### config.mk
export PLATFORM = sky130hd
export DESIGN_NAME = burst_rd_fsm
export DESIGN_NICKNAME = d
export VERILOG_FILES = /design/src/rtl/fsm_pkg.sv /design/src/rtl/stall_timer.sv /design/src/rtl/burst_rd_fsm.sv
export SDC_FILE = /design/constraint.sdc
export NUM_CORES = 1
export LEC_CHECK = 0
export ABC_AREA = 1
export BUFFER_PORTS_ARGS = -buffer_cell sky130_fd_sc_hd__buf_2
export CAP_MARGIN = 20
export CELL_PAD_IN_SITES_DETAIL_PLACEMENT = 0
export CELL_PAD_IN_SITES_GLOBAL_PLACEMENT = 1
export CORE_ASPECT_RATIO = 0.7
export CORE_UTILIZATION = 31
export DETAILED_ROUTE_END_ITERATION = 6
export PLACE_DENSITY = 0.78
export SLEW_MARGIN = 0
export SYNTH_ARGS = -nofsm -noshare
export SYNTH_HDL_FRONTEND = slang
export SYNTH_HIERARCHICAL = 1
export SYNTH_SLANG_ARGS = --single-unit
### constraint.sdc
create_clock -name clk -period 1.3 [get_ports clk]
set_input_delay 0.065 -clock clk [delete_from_list [all_inputs] [get_ports clk]]
set_output_delay 0.065 -clock clk [all_outputs]
set_load 0.01 [all_outputs]
### src/rtl/fsm_pkg.sv
// Shared state encoding and default stall budget for the burst read controller.
package fsm_pkg;

  typedef enum logic [1:0] {
    IDLE = 2'b00,
    READ = 2'b01,
    DONE = 2'b10,
    ERR  = 2'b11
  } state_t;

  localparam int DEF_MAX_WAIT = 7;

endpackage

### src/rtl/stall_timer.sv
// Counts consecutive stall cycles of one beat; expired flags the stall that
// arrives once the tolerated budget has already been spent.
module stall_timer
  import fsm_pkg::*;
#(
  parameter int MAX_WAIT = DEF_MAX_WAIT
) (
  input  logic clk,
  input  logic rst,
  input  logic clr,
  input  logic stall,
  output logic expired
);

  localparam int CNT_W = $clog2(MAX_WAIT + 1);

  logic [CNT_W-1:0] count_q, count_d;

  assign expired = stall && (count_q == CNT_W'(MAX_WAIT));

  // Saturate at MAX_WAIT; the FSM leaves READ on the expiring cycle anyway.
  always_comb begin
    count_d = count_q;
    if (clr) begin
      count_d = '0;
    end else if (stall && !expired) begin
      count_d = count_q + CNT_W'(1);
    end
  end

  always_ff @(posedge clk) begin
    if (rst) begin
      count_q <= '0;
    end else begin
      count_q <= count_d;
    end
  end

endmodule

### src/rtl/burst_rd_fsm.sv
// Moore read-burst controller: one go request reads burst_len+1 consecutive
// addresses, honouring memory wait states with a bounded stall timeout.
module burst_rd_fsm
  import fsm_pkg::*;
#(
  parameter int ADDR_W   = 8,
  parameter int LEN_W    = 4,
  parameter int MAX_WAIT = DEF_MAX_WAIT
) (
  input  logic              clk,
  input  logic              rst,
  input  logic              go,
  input  logic [ADDR_W-1:0] start_addr,
  input  logic [LEN_W-1:0]  burst_len,
  input  logic              ws,
  output logic              rd,
  output logic [ADDR_W-1:0] addr,
  output logic              busy,
  output logic              ds,
  output logic              err
);

  // state | meaning
  // IDLE  | waiting for go; addr holds the last beat address
  // READ  | rd asserted; advance on ws=0, count stall cycles on ws=1
  // DONE  | one-cycle done strobe after the last accepted beat
  // ERR   | one-cycle error strobe after a stall timeout

  state_t            state_q, state_d;
  logic [ADDR_W-1:0] addr_q, addr_d;
  logic [LEN_W-1:0]  beat_q, beat_d;
  logic              in_read;
  logic              stall_expired;

  assign in_read = (state_q == READ);

  stall_timer #(
    .MAX_WAIT (MAX_WAIT)
  ) u_stall_timer (
    .clk     (clk),
    .rst     (rst),
    .clr     (!in_read || !ws),
    .stall   (in_read && ws),
    .expired (stall_expired)
  );

  always_ff @(posedge clk) begin
    if (rst) begin
      state_q <= IDLE;
      addr_q  <= '0;
      beat_q  <= '0;
    end else begin
      state_q <= state_d;
      addr_q  <= addr_d;
      beat_q  <= beat_d;
    end
  end

  always_comb begin
    state_d = state_q;
    addr_d  = addr_q;
    beat_d  = beat_q;
    case (state_q)
      IDLE: begin
        if (go) begin
          state_d = READ;
          addr_d  = start_addr;
          beat_d  = burst_len;
        end
      end
      READ: begin
        if (!ws) begin
          if (beat_q == '0) begin
            state_d = DONE;
          end else begin
            addr_d = addr_q + ADDR_W'(1);
            beat_d = beat_q - LEN_W'(1);
          end
        end else if (stall_expired) begin
          state_d = ERR;
        end
      end
      default: state_d = IDLE;
    endcase
  end

  always_comb begin
    rd   = 1'b0;
    ds   = 1'b0;
    err  = 1'b0;
    busy = 1'b1;
    case (state_q)
      IDLE:    busy = 1'b0;
      READ:    rd   = 1'b1;
      DONE:    ds   = 1'b1;
      default: err  = 1'b1;
    endcase
  end

  assign addr = addr_q;

endmodule

# Word level (Yosys, flattened, before mapping)

Index checks and enable logic that the tools add are counted.

Output and inout bits: 12
Register bits: 17

Reductions and logical operators: 14
Equal/unequal tests: 8
Mux-type cells: 17
Add/subtract/negate cells: 3

Operator list:

| kind                                                | count |
|---|---|
| two-way mux 8 bit                                   | 3 |
| case mux 8 bit (2 select lines)                     | 1 |
| two-way mux 4 bit                                   | 3 |
| adder 8 x 1 -> 8 bit, second input constant         | 1 |
| two-way mux 2 bit                                   | 4 |
| case mux 4 bit (2 select lines)                     | 1 |
| != test 2 bit, second input constant                | 3 |
| != test 3 x 2 -> 1 bit, second input constant       | 2 |
| logical NOT 4 bit                                   | 1 |
| two-way mux 1 bit                                   | 4 |
| case mux 2 bit (2 select lines)                     | 1 |
| AND reduction 4 bit                                 | 1 |
| subtractor 4 x 1 -> 4 bit, second input constant    | 1 |
| adder 3 x 1 -> 3 bit, second input constant         | 1 |
| equality test 3 bit, second input constant          | 1 |
| logical AND 1 bit                                   | 3 |
| logical NOT 1 bit                                   | 3 |
| AND reduction 3 bit                                 | 1 |
| OR reduction 3 bit                                  | 1 |
| equality test 2 x 1 -> 1 bit, second input constant | 1 |
| equality test 2 bit, second input constant          | 1 |
| logical NOT 2 bit                                   | 1 |
| nonzero test 2 bit                                  | 1 |
| OR reduction 2 bit                                  | 1 |
| logical OR 1 bit                                    | 1 |

# Logic depth before layout (Yosys ltp)

Gate-level depths: netlist (run 1).

Depth after elaboration: 6
Gate-level depth with buffers: 10

# Hierarchy

The synthesis (run 1) kept the hierarchy.

By module, submodules not included:

| module       | cells an instance | seq. area each (um^2) | instances | area an instance (um^2) |
|---|---|---|---|---|
| burst_rd_fsm | 153               | 280.3                 | 1         | 909.6 |
| stall_timer  | 25                | 60.1                  | 1         | 166.4 |

# Worst setup path before layout (run 1)

OpenSTA, ideal clock, no wires.

Path kind: register -> register
From: register state_q[1]
To: register state_q[0]
Arrival: 1.218 ns
Slack: -0.034 ns
Cell stages (with the launch flop): 11
Buffers on the path: 0
Clock period less this slack: 1.334 ns
Setup time: 0.115 ns
Path through: dfxtp_1 inv_1 nand2_1 nor2_1 nand2_1 inv_1 inv_1 nand2_1 nand2_1 o22ai_1 nor2_1

Longest elaborated chain between the ends: 5
Elaborated cells between the ends (all ways): 9

Ends and longest elaborated chain:

| what                                    | RTL line           | RTL |
|---|---|---|
| from (decl)                             | burst_rd_fsm.sv:29 | `state_t state_q, state_d;` |
| from (signal assigned)                  | burst_rd_fsm.sv:53 | `state_q <= state_d;` |
| equality test 2 x 1 -> 1 bit            | burst_rd_fsm.sv:35 | `assign in_read = (state_q == READ);` |
| logical AND 1 bit                       | burst_rd_fsm.sv:43 | `.stall (in_read && ws),` |
| logical AND 1 bit                       | stall_timer.sv:19  | `assign expired = stall && (count_q == CNT_W'(MAX_WAIT));` |
| named net stall_expired                 | burst_rd_fsm.sv:33 | `logic stall_expired;` |
| != test 3 x 2 -> 1 bit (no source line) | n/a                |  |
| AND reduction 3 bit (no source line)    | n/a                |  |

The timed path passes the listed nets, and every way through them passes these cells.
A chain may end at the register's enable or synchronous reset.

# Worst setup path after layout (run 1)

From: register beat_q[0]
To: register beat_q[1]

Longest elaborated chain between the ends: 4
Elaborated cells between the ends (all ways): 7

Ends and longest elaborated chain:

| what                            | RTL line           | RTL |
|---|---|---|
| from (decl)                     | burst_rd_fsm.sv:31 | `logic [LEN_W-1:0] beat_q, beat_d;` |
| from (signal assigned)          | burst_rd_fsm.sv:55 | `beat_q <= beat_d;` |
| subtractor 4 x 1 -> 4 bit       | burst_rd_fsm.sv:77 | `beat_d = beat_q - LEN_W'(1);` |
| two-way mux 4 bit               | burst_rd_fsm.sv:73 | `if (beat_q == '0) begin` |
| two-way mux 4 bit               | burst_rd_fsm.sv:72 | `if (!ws) begin` |
| case mux 4 bit (2 select lines) | burst_rd_fsm.sv:63 | `case (state_q)` |

Several ways; a longest one is shown, not always the timed one. The select of a mux whose other input is x is not followed.

==> summary.md, run 1 <==
| Metric | Value |
|---|---|
| Core ar. | `between 0.003 and 0.004 sq mm` |
| Number of DRC markers in iteration 0 | `66` |
| Switching portion of total power | `approximately 37%` |
| Peak supply drop | `just under 600 uV` |
| Sequential share of the synthesized area | `a little under a third` |
| DIE AREA | `0.003714 sq mm` |
| CP bufs+invs | `2` |
| Net Sw Power | `about 0.67 mW` |
| Post-CTS Hold Fix Bufs | `0` |
| CTS Root Cell | `clkbuf_8` |
| Seq pwr share | `about 38%` |
| Int Pwr | `1.116 mW` |
| Critical path cell sequence | `inv_1 > ha_4 > nand3_4 > nand2_8 > buf_4 > o21ai_1 > a21oi_1` |
| Pin count of the biggest net entering global routing | `16` |
| Max FO, Critical Path | `8` |
| Synth unique cells | `20` |
| Min-delay worst type | `input pin to flip-flop` |
| # H-tree levels | `1` |
| Slowest stage cell, crit path | `dfxtp_1` |
| Max clock buf depth | `2` |
| Hold_ws | `around 86 ps` |
| Synthesized cell area | `around 0.0011 sq mm` |
| TritonRoute pass-1 iters | `5` |
| Hpwl dp | `1902 microns` |
| Startpoint types | `flip-flop` |
| Initial Util | `between 30% and 40%` |
| Multi-input logic area | `694.4 sq um` |
| Power consumption | `around 1.8 mW` |
| Slew HR | `a little over four fifths` |
| Port Buf Inserts | `27` |
| Synth area leader | `dfxtp_1` |
| PD cells | `around 1200 mW/mm^2` |
| Yosys warnings | `6` |
| LEAKAGE | `approximately 0.68 nW` |
| Status | `completed` |
| Combinational Power Share | `39.5%` |
| Avg Vias per Cell | `4.376` |
| Syn Area/Cell | `6.045 sq um` |
| Actual slew at the worst max-slew pin | `about 230 ps` |
| DR DRC count | `0` |
| Total GRT Usage | `between 10% and 20%` |
| Crit Path Class | `flip-flop to flip-flop` |
| Sinks on Clock Net | `17` |
| Clock Power Share | `22.9%` |
| Synth Instances | `between 150 and 200` |
| Top delay family on crit path | `flip-flops` |
| Crit end category | `flip-flop` |
| DIE HEIGHT | `51.29 microns` |
| Wire length per cell | `just under 10 microns` |
| Fillers | `between 300 and 400` |
| Synth top area share | `about a third` |
| Initial antenna violation count | `0` |
| Share of cells above drive strength 1 | `approximately 29%` |
| Final Skew | `around 2.2 ps` |
| Remaining Overflow, GRT | `0` |
| Final setup fails | `0` |
| GP Congestion | `0.7958` |
| Ant. Diodes | `0` |
| Seq cells post-synth | `17` |
| WP data arrival | `between 1000 and 1500 ps` |
| Worst path required time | `approximately 1500 ps` |
| DIE WIDTH | `72.42 microns` |
| Net count after synthesis | `about 200` |
| Final Hold Violating Endpoints | `0` |
| WL final | `2574 microns` |
| Io pins | `28` |
| Period utilization | `around 94%` |
| Min cycle time layout | `~1200 ps` |
| TritonCTS clock tree | `yes` |
| Clk_lat worst skew | `around 250 ps` |
| DRT antenna net count | `0` |
| Synth top area cells | `dfxtp_1 32%, nand2_1 16%, nor2_1 13%` |
| TritonCTS Buffers | `3` |
| Number of global-route vias before repair | `approximately 900` |
| Max-Cap Viols | `0` |
| Max Clk Rate | `between 0.8 and 0.9 GHz` |
| First-pass GRT wire length | `slightly above 4000 microns` |
| Clk pin slew, worst setup/hold paths | `around 70 ps` |
| Max Slew Vio Count | `0` |
| Final-stage net count | `around 240` |
| Routed vias | `between 1000 and 1500` |
| Std cell rows | `17` |
| Register cell area after layout | `about 350 sq um` |
| CP peak stage delay | `approximately 320 ps` |
| Synth-to-Final Area Change | `35.23%` |
## kinds of logic after synthesis
| kind of cell | after synthesis | synth area share, % |
|---|---|---|
| AOI/OAI and AO/OA | 24 | 11.28 |
| adders and majority gates | 4 | 4.651 |
| buffers and inverters | 30 | 11.86 |
| DFF | 17 | 31.63 |
| and+or+nand+nor | 103 | 40.58 |
## power by group through the flow
stage	combinational (mW)	sequential, mW	clock, mW
2_1_floorplan	0.405	0.684	0
3_3_place_gp	0.620	0.672	0
3_5_place_dp	0.615	0.672	0
4_1_cts	0.630	0.662	0.422
5_1_grt	0.803	0.682	0.444
6_report	0.705	0.670	0.408
## worst register-to-register path: cells and delay by family, from the launching register on
kind            cells  cell delay, ps
buf+inv             2             210
fa+ha+maj           1             180
flops               1             320
simple gates        2             210
compound gates      2             190
## final timing paths
kind	from	to	slack, ps	cells past startpoint
worst max-delay path	beat_q[0]	beat_q[1]	80	7
worst min-delay path	rst	beat_q[3]	90	2
worst max register to register	beat_q[0]	beat_q[1]	80	7
worst min register to register	addr[4]	addr[4]	480	2
## sequential cells by signal, summed over array words and instances, names as in the netlist
| name | count |
|---|---|
| addr | 8 |
| beat_q | 4 |
| state_q | 2 |
| u_stall_timer/count_q | 3 |
## routing by layer
metal | routed length, microns | up-vias | part of all wire [%] | track usage, %
met4 | 19 | 0 | 0.74 | 2.941
li1 | - | 632 | - | -
met3 | 184 | 4 | 7.1 | 4.734
met5 | 0 | - | 0 | 0
met2 | 1004 | 31 | 39 | 20.09
met1 | 1365 | 484 | 53 | 21.36
## layout by cell type, fill, tap and decap left out, types with 2 or more instances in the layout
cell	instances
buf_2	27
buf_4	8
nor2_1	32
inv_1	23
inv_2	3
nor2_4	3
clkbuf_8	3
o21ai_0	13
o21ai_1	2
nand2_4	2
dfxtp_2	5
ha_4	2
nand2_1	44
a21oi_1	7
nand3_1	14
dfxtp_1	12
ha_1	2
nor2_2	3
## through the flow
stage	setup slack (ps)	std cells	instance area [sq um]	utilization, %	setup TNS [ps]
2_1_floorplan	59.14	178	1079	-	0
5_1_grt	-0.2303	263	1455	45.01	-0.2303
4_1_cts	2.584	262	1363	42.14	0
3_3_place_gp	-33.94	257	1306	40.40	-62.74
6_report	77.30	263	1455	45.01	0
3_5_place_dp	-40.83	257	1306	40.40	-111.4
## synthesized netlist by cell type (all sizes together)
library cell	instances
nand3	15
o21ai	15
inv	27
o22ai	1
nand4	1
ha	4
buf	3
nand3b	1
dfxtp	17
a21oi	8
nor2	38
nor4	1
nand2	47
## layout make-up
type	instances	area share, %
sequential	17	23.82
tap	47	4.041
timing repair buffer	36	14.19
inverter	27	7.137
multi-input combinational	132	47.72
clock buffer	4	3.095
## what timing repair did
action                                  4_1_cts  5_1_grt
gates resized for setup                       2       22
pin swaps                                     1        3
endpoints found under the setup margin        5       15
cloned                                        0        1
setup buffers                                 1        0
hold endpoints to repair                      0        0
(Power assumes the default switching activity.)
==> run 2, diff against run 1 <==
==> constraint.sdc (replaced) <==
create_clock -name clk -period 1.3 [get_ports clk]
set_input_delay 0.195 -clock clk [delete_from_list [all_inputs] [get_ports clk]]
set_output_delay 0.195 -clock clk [all_outputs]
set_load 0.01 [all_outputs]
==> summary.md, run 2 (synthesized netlist as in run 1, its figures left out) <==
| Metric | Value |
|---|---|
| Ant. Diodes | `0 (unchanged)` |
| CTS Root Cell | `clkbuf_8` |
| Worst path required time | `1110 ps (-340 ps)` |
| Power consumption | `1.828 mW (+2.5%)` |
| Port Buf Inserts | `27 (unchanged)` |
| Wire length per cell | `9.854 microns (+0.68%)` |
| Max FO, Critical Path | `6 (-2)` |
| Post-CTS Hold Fix Bufs | `0 (unchanged)` |
| Worst reg2reg path startpoint | `state_q[0]` |
| CP peak stage delay | `380 ps (+60 ps)` |
| Clk_lat worst skew | `250 ps (about the same)` |
| FF-to-FF setup slack | `70 ps (about the same)` |
| Crit end category | `primary output` |
| Placed cells | `257 (unchanged)` |
| Final std cells w/o fill | `267 (+1.5%)` |
| DIE WIDTH | `72.42 microns (unchanged)` |
| TritonCTS clock tree | `yes` |
| Hold_ws | `213.6 ps (+127.4 ps)` |
| Core ar. | `0.003233 sq mm (unchanged)` |
| Period utilization | `95.59% (+1.5 points)` |
| WP data arrival | `1050 ps (-320 ps)` |
| M1 GR Usage | `21.36% (unchanged)` |
| Startpoint types | `flip-flop` |
| Pin count of the biggest net entering global routing | `17 (+1)` |
| GR Util met2 | `20.56% (+0.47 points)` |
| Clk pin slew, worst setup/hold paths | `70 ps (about the same)` |
| Initial Util | `33.28% (unchanged)` |
| Synth-to-Final Area Change | `39.19%` |
| Final Hold Violating Endpoints | `0 (unchanged)` |
| Max reg flops | `8 (unchanged)` |
| Max Clk Rate | `0.8047 GHz (-1.6%)` |
| LEAKAGE | `0.7004 nW (+3.0%)` |
| Critical path cell sequence | `inv_2 > nor2_4 > buf_6 > buf_6` |
| Min cycle time layout | `1243 ps (+20.03 ps)` |
| Final setup fails | `0 (unchanged)` |
| Io pins | `28 (unchanged)` |
| Reg2reg path depth | `7 (unchanged)` |
| DIE HEIGHT | `51.29 microns (unchanged)` |
| Max Slew Vio Count | `0 (unchanged)` |
| Hpwl dp | `1902 microns (unchanged)` |
| Slew HR | `84.56% (-0.33 points)` |
| # H-tree levels | `1 (unchanged)` |
| Status | `completed` |
| Number of DRC markers in iteration 0 | `58 (-12%)` |
| First-pass GRT wire length | `4174 microns (+0.68%)` |
| Commonest non-fill, non-tap cell in the layout | `nand2_1` |
| Total GRT Usage | `14.60% (+0.13 points)` |
| Slowest stage cell, crit path | `dfxtp_4` |
| Initial antenna violation count | `0 (unchanged)` |
| DIE AREA | `0.003714 sq mm (unchanged)` |
| Max-Cap Viols | `0 (unchanged)` |
| Avg Vias per Cell | `4.367 (-0.21%)` |
| Reg-to-Reg End | `beat_q[1]` |
| Final core occ | `46.32% (+1.3 points)` |
| Final Skew | `1.457 ps (-0.7105 ps)` |
| Peak supply drop | `585.5 uV (-0.18%)` |
| PD cells | `1221 mW/mm^2 (-0.42%)` |
| WL final | `2631 microns (+2.2%)` |
| TritonRoute pass-1 iters | `4 (-1)` |
| DRT antenna net count | `0 (unchanged)` |
| GP Congestion | `0.7958 (unchanged)` |
| DR DRC count | `0 (unchanged)` |
| GR peak layer | `met1` |
| Number of global-route vias before repair | `930 (+1.5%)` |
| Actual slew at the worst max-slew pin | `230.7 ps (+4.972 ps)` |
| Routed vias | `1166 (+1.3%)` |
| Met3 usage | `4.734% (unchanged)` |
| Crit Path Class | `flip-flop to primary output` |
| Crit path top cell by count | `buf_6` |
| Share of cells above drive strength 1 | `30.00% (+1.3 points)` |
| Remaining Overflow, GRT | `0 (unchanged)` |
| Sinks on Clock Net | `17 (unchanged)` |
| Hold Crit Depth | `2 (unchanged)` |
| Min-delay worst type | `input pin to flip-flop` |
| Final-stage net count | `241 (+1.7%)` |
| Commonest cells after routing, fill and taps aside | `44 x nand2_1, 32 x nor2_1, 26 x buf_2, 23 x inv_1, 14 x nand3_1` |
| Hold path endpoint | `beat_q[3]` |
| Hold Path Origin | `rst` |
| TritonCTS Buffers | `3 (unchanged)` |
| Max clock buf depth | `2 (unchanged)` |
| Std cell rows | `17 (unchanged)` |
## run 2: worst max-delay path, delay by kind of cell (launching register included)
family                 cells  cell delay, ps
and+or+nand+nor            1             150
buffers and inverters      3             270
DFF                        1             380
## run 2: worst max-delay path by stage
stage | end | depth (start not counted) | from
after CTS | addr[4] | 8 | beat_q[0]
after global placement | beat_q[2] | 7 | beat_q[0]
final | rd | 4 | state_q[0]
after detailed placement | beat_q[2] | 7 | beat_q[0]
after global routing | addr[6] | 8 | state_q[0]
after floorplan | state_q[0] | 10 | state_q[1]
## run 2: cell type report
type                       instances  area, sq um
fill                             365         1735
multi-input combinational        132        694.4
sequential                        17        349.1
timing repair buffer              40        246.5
inverter                          27        103.9
tap                               47        58.81
clock buffer                       4        45.04
## run 2: power breakdown
part / internal, mW / switching [mW] / leakage, nW
sequential: 0.599 / 0.0732 / 0.142
clock: 0.218 / 0.188 / 0.0228
combinational: 0.334 / 0.416 / 0.536
total: 1.15 / 0.678 / 0.700
## run 2: timing repair
| action | CTS | global route |
|---|---|---|
| resized for setup | 4 | 23 |
| endpoints found under the setup margin | 6 | 14 |
| gates cloned | 0 | 1 |
| setup buffers | 0 | 5 |
| pin swaps | 1 | 5 |
## run 2: layer usage
layer	share of wire, %	vias up
li1	-	640
met1	54	497
met2	39	27
met3	6.1	2
met4	0.46	0
met5	0	-
## run 2: per-stage QoR
stage	worst slack (ps)	instance area (sq um)	TNS [ps]
floorplan	59.14	1079	0
global placement	-33.94	1306	-62.74
detailed placement	-40.83	1306	-111.4
CTS	24.32	1366	0
global route	-4.943	1498	-8.940
finish	57.27	1498	0
